===== src/rtl/syscall_unit.sv =====
// syscall_unit: console syscall services (print int, print string, print char, exit)
// driven from the writeback stage; characters leave through a valid/ready port.
module syscall_unit #(
    parameter int MAX_STR_LEN = 256
) (
    input  logic        clk,
    input  logic        reset,
    input  logic        syscall,
    input  logic [31:0] v0,
    input  logic [31:0] a0,
    output logic        busy,
    output logic        halt,
    output logic        err,
    output logic        char_valid,
    output logic [7:0]  char_data,
    input  logic        char_ready,
    output logic        mem_rd,
    output logic [31:0] mem_addr,
    input  logic [7:0]  mem_rdata
);
    typedef enum logic [2:0] {IDLE, INT_CONV, EMIT, STR_REQ, STR_WAIT, HALT} state_t;

    localparam logic [31:0] POW [10] = '{32'd1, 32'd10, 32'd100, 32'd1000, 32'd10000,
        32'd100000, 32'd1000000, 32'd10000000, 32'd100000000, 32'd1000000000};

    state_t      state, state_d, ret;
    logic [31:0] a0_r, val, idx;
    logic [3:0]  pidx, digit;
    logic        neg, started, emit_int, known;

    assign char_valid = state == EMIT;
    assign mem_rd     = state == STR_REQ;
    assign mem_addr   = a0_r + idx;
    assign known      = v0 == 32'd1 || v0 == 32'd4 || v0 == 32'd10 || v0 == 32'd11;

    always_comb begin
        emit_int = !neg && val < POW[pidx] && (digit != 4'd0 || started || pidx == 4'd0);
        state_d  = state;
        case (state)
            IDLE:     if (syscall) state_d = v0 == 32'd1 ? INT_CONV : v0 == 32'd4 ? STR_REQ :
                                             v0 == 32'd10 ? HALT : v0 == 32'd11 ? EMIT : IDLE;
            INT_CONV: state_d = (neg || emit_int) ? EMIT : INT_CONV;
            EMIT:     state_d = char_ready ? ret : EMIT;
            STR_REQ:  state_d = STR_WAIT;
            STR_WAIT: state_d = mem_rdata == 8'd0 ? IDLE : EMIT;
            default:  state_d = state;
        endcase
    end

    always_ff @(posedge clk) begin
        if (reset) begin
            state     <= IDLE;
            ret       <= IDLE;
            a0_r      <= '0;
            val       <= '0;
            idx       <= '0;
            pidx      <= '0;
            digit     <= '0;
            neg       <= 1'b0;
            started   <= 1'b0;
            char_data <= '0;
            busy      <= 1'b0;
            halt      <= 1'b0;
            err       <= 1'b0;
        end else begin
            state <= state_d;
            busy  <= state_d != IDLE;
            halt  <= state_d == HALT;
            err   <= state == IDLE && syscall && !known;
            case (state)
                IDLE: if (syscall) begin
                    a0_r      <= a0;
                    idx       <= '0;
                    val       <= a0[31] ? 32'd0 - a0 : a0;
                    neg       <= a0[31];
                    pidx      <= 4'd9;
                    digit     <= '0;
                    started   <= 1'b0;
                    char_data <= a0[7:0];
                    ret       <= IDLE;
                end
                // One subtraction per cycle; a digit is final once the remainder drops below the power.
                INT_CONV: if (neg) begin
                    neg       <= 1'b0;
                    char_data <= 8'h2D;
                    ret       <= INT_CONV;
                end else if (val >= POW[pidx]) begin
                    val   <= val - POW[pidx];
                    digit <= digit + 4'd1;
                end else begin
                    if (emit_int) begin
                        char_data <= 8'h30 + {4'd0, digit};
                        started   <= 1'b1;
                        ret       <= pidx == 4'd0 ? IDLE : INT_CONV;
                    end
                    pidx  <= pidx - 4'd1;
                    digit <= '0;
                end
                STR_WAIT: if (mem_rdata != 8'd0) begin
                    char_data <= mem_rdata;
                    idx       <= idx + 32'd1;
                    ret       <= idx + 32'd1 == 32'(MAX_STR_LEN) ? IDLE : STR_REQ;
                end
                default: ;
            endcase
        end
    end
endmodule


===== config.mk =====
export PLATFORM = sky130hd
export DESIGN_NAME = syscall_unit
export DESIGN_NICKNAME = d
export VERILOG_FILES = /design/src/rtl/syscall_unit.sv
export SDC_FILE = /design/constraint.sdc
export NUM_CORES = 1
export LEC_CHECK = 0
export BUFFER_PORTS_ARGS = -buffer_cell sky130_fd_sc_hd__buf_2
export CORE_MARGIN = 1.5
export CORE_UTILIZATION = 60
export DETAILED_ROUTE_END_ITERATION = 16
export PLACE_DENSITY = 0.84
export SLEW_MARGIN = 20
export SYNTH_ARGS = -nofsm -noshare
export SYNTH_HDL_FRONTEND = slang
export SYNTH_SLANG_ARGS = --single-unit

===== constraint.sdc =====
create_clock -name clk -period 4.4 [get_ports clk]
set_input_delay 0.88 -clock clk [delete_from_list [all_inputs] [get_ports clk]]
set_output_delay 0.88 -clock clk [all_outputs]
set_load 0.05 [all_outputs]

==> results.md <==
* Fmax at 233.7 MHz
* Die ar. at 0.01759 sq mm
* Fillers at 1378
* Starting Density at 0.6103
* 1st-iter DRT viols at 1153
* Detail Placement HPWL at 21680 um
* Area leader, netlist: dfxtp_1
* Global Route Usage Sum at 0.3364
* Placed Cells at 1679
* Max-Cap Viols at 0
* CTS clk-pin slew, worst paths at 0.06 ns
* Maximum vdd drop at 297.6 uV
* WL per Instance at 17.47 um
* Final net count at about 1.6k
* Largest net degree at the start of global routing at 76
* Final core utilization at 0.6930
* YS warnings at 0
* GRT overflow at 0
* Post-synth cell types at 75
* Synth Instances at 1394
* Latest clock arrival within the worst-skew pair at 0.42 ns
* Most frequent cell after synthesis: nand2_1
* Prevailing post-synth register cell: dfxtp_1
* GPL Wtd Cong at 1.030
* Final Hold Viols at 0
* Vias per cell at 6.440
* First-pass detailed-route iteration total at 5
* Pre-CTS setup slack at roughly 0.32 ns
* Final WL at between 20000 and 30000 um
* Cell Count, Final, Fillers Out at approximately 1.7k
* Setup crit end kind: output port
* Worst EP arrival at 3.40 ns
* CTS tree: yes
* Final setup violation count at 0
* FP Rows at 47
* Top post-synthesis cells by area: dfxtp_1 24%, ha_1 8.9%, a21oi_1 8.4%
* Post-Syn Area at 0.01008 sq mm
* Hold Buf Count CTS at 0
* Synth top cells by count: 209 x nand2_1, 169 x a21oi_1, 122 x dfxtp_1
* Met2 wire length at about 14000 um
* Tmin final at 4.280 ns
* Die width at 132.6 um
* Final instance area at between 0.01 and 0.015 sq mm
* Post-Syn Nets at 1544
* Inserted Clock Buffers at 17
* Fraction of layout cells with a size suffix above 1 at 0.1414
* Post-synth ARST share at 0
* Status: finished, final reports clean
* IO buf count at 120
* Worst Clk Skew at ~0.0086 ns
* EDFF count, synth at 0
* Final Max Tran Viols at 0
* Core box area at 0.01652 sq mm
* Power Dens Cells at 306.8 mW/mm^2
* Yosys reg bits at between 100 and 150
* First-pass GRT wire length at 48470 um
* Final ANT Viol Nets at 0
* Met3 WL at 2731 um
* Vias in the first global route at roughly 10k
* Placed instance area at ~0.011 sq mm
* Initial antenna violation count at 2
* Die Height at 132.6 um
* Max Used Layer: met4
* CP Launch Type: register
* DR DRC count at 0
* Slew HR at 0.3191
* CTS root buf: clkbuf_16
* Tcrit/Tclk final at 0.9726
* Routed vias at roughly 11k
* Clock buffer depth at 2
* Slew @ Worst Pin at just over 1 ns
* Area grow syn2layout at 13.56%
* Leakage at 0.004884 uW
* Critical Path RT at 3.52 ns
* Mapped Avg Cell Area at 7.234 sq um
* Clock Sinks at 122
* Final worst-path setup slack at 0.1204 ns
* WS Path Type: register to output port
* Sequential area share after synthesis at 0.2422
* Reg2Reg Setup Slack at 0.16 ns
* RSZ-0062 raised after global routing: yes
* Hold Path Class: register to register
* CP Max Fanout at 7
* Top-area cell type share of the netlist area at 0.2422
* # IOs at 121
* H-tree depth at 4
* M1 wire length at about 13000 um
==> registers in the layout, summed over array words and instances (netlist names) <==
register   cells
a0_r          32
idx           32
val           32
char_data      8
digit          4
pidx           4
state          3
ret            2
busy           1
err            1
halt           1
neg            1
started        1
==> worst max-delay path, stage by stage (launching register included) <==
cell      delay [ns]
dfxtp_1         0.41
ha_1            0.31
nor2b_1         0.17
o31a_1          0.34
o211ai_1        0.20
buf_4           0.17
a21oi_2         0.07
o211ai_1        0.26
a21oi_2         0.10
a41o_1          0.29
o41ai_2         0.27
xnor2_1         0.17
buf_4           0.22
==> where the power goes <==
group | switching (uW) | leakage (uW) | internal (uW) | total [uW]
Combinational | 581 | 0.00361 | 343 | 924
Sequential | 37.1 | 0.00100 | 1150 | 1190
Clock | 548 | 0.000277 | 852 | 1400
==> per-layer routing <==
layer,GRT usage,vias to the layer above
met3,0.06743,83
met4,0.1306,0
met1,0.4400,5119
met5,0,-
li1,-,5269
met2,0.5471,561
==> logic make-up after synthesis <==
kind of cell               count (synthesis)  share of synthesized area
buffers and inverters                    111                    0.04727
and+or+nand+nor                          554                     0.2634
DFF                                      122                     0.2422
muxes                                      8                   0.008065
adders and majority gates                 74                    0.09330
AOI/OAI and AO/OA                        446                     0.2772
xor gates and xnor gates                  79                    0.06861
==> cells in the final DEF (no fill, tap or decap), drive strengths merged, types with 9 or more instances in the layout <==
cell type and n:
a211oi 25, a21o 25, a21oi 169, a31oi 18
and2 13, and3 11, and4 13, buf 141
clkbuf 19, dfxtp 122, ha 72, inv 40
nand2 209, nand2b 18, nand3 31, nand4 13
nor2 117, nor2b 9, nor3 50, nor4 24
o211ai 9, o21ai 92, o31ai 17, or3 13
xnor2 51, xor2 28
==> worst paths after layout <==
| path | startpoint | to | cells past startpoint |
|---|---|---|---|
| max | idx[2] | mem_addr[30] | 12 |
| min reg2reg | char_data[3] | char_data[3] | 2 |
| max reg2reg | pidx[1] | char_data[5] | 15 |
| min | char_data[3] | char_data[3] | 2 |
==> per-stage QoR <==
stage / TNS [ns] / total power (uW) / hold slack (ns)
after floorplan: 0 / 1868 / 0.4363
after global placement: 0 / 2087 / 0.4433
after detailed placement: 0 / 2102 / 0.4470
after CTS: 0 / 3495 / 0.4593
after global routing: -0.1843 / 3656 / 0.4891
final: 0 / 3514 / 0.4586
==> area by class of cell <==
class / instances / area, sq um / area share
Multi-Input combinational cell: 1161 / 7229 / 0.6313
Inverter: 37 / 138.9 / 0.01213
Clock buffer: 19 / 442.9 / 0.03868
Tap cell: 220 / 275.3 / 0.02404
Sequential cell: 122 / 2445 / 0.2135
Timing Repair Buffer: 141 / 778.2 / 0.06796
Clock inverter: 12 / 140.1 / 0.01224
Antenna cell: 1 / 2.502 / 0.0002185
==> repair_timing <==
item | CTS | global route
endpoints found under the setup margin | 3 | 15
pin swaps | 0 | 4
gates resized for setup | 3 | 11
buffers inserted | 0 | 2
Note: power is estimated with default switching activity, not from simulation.
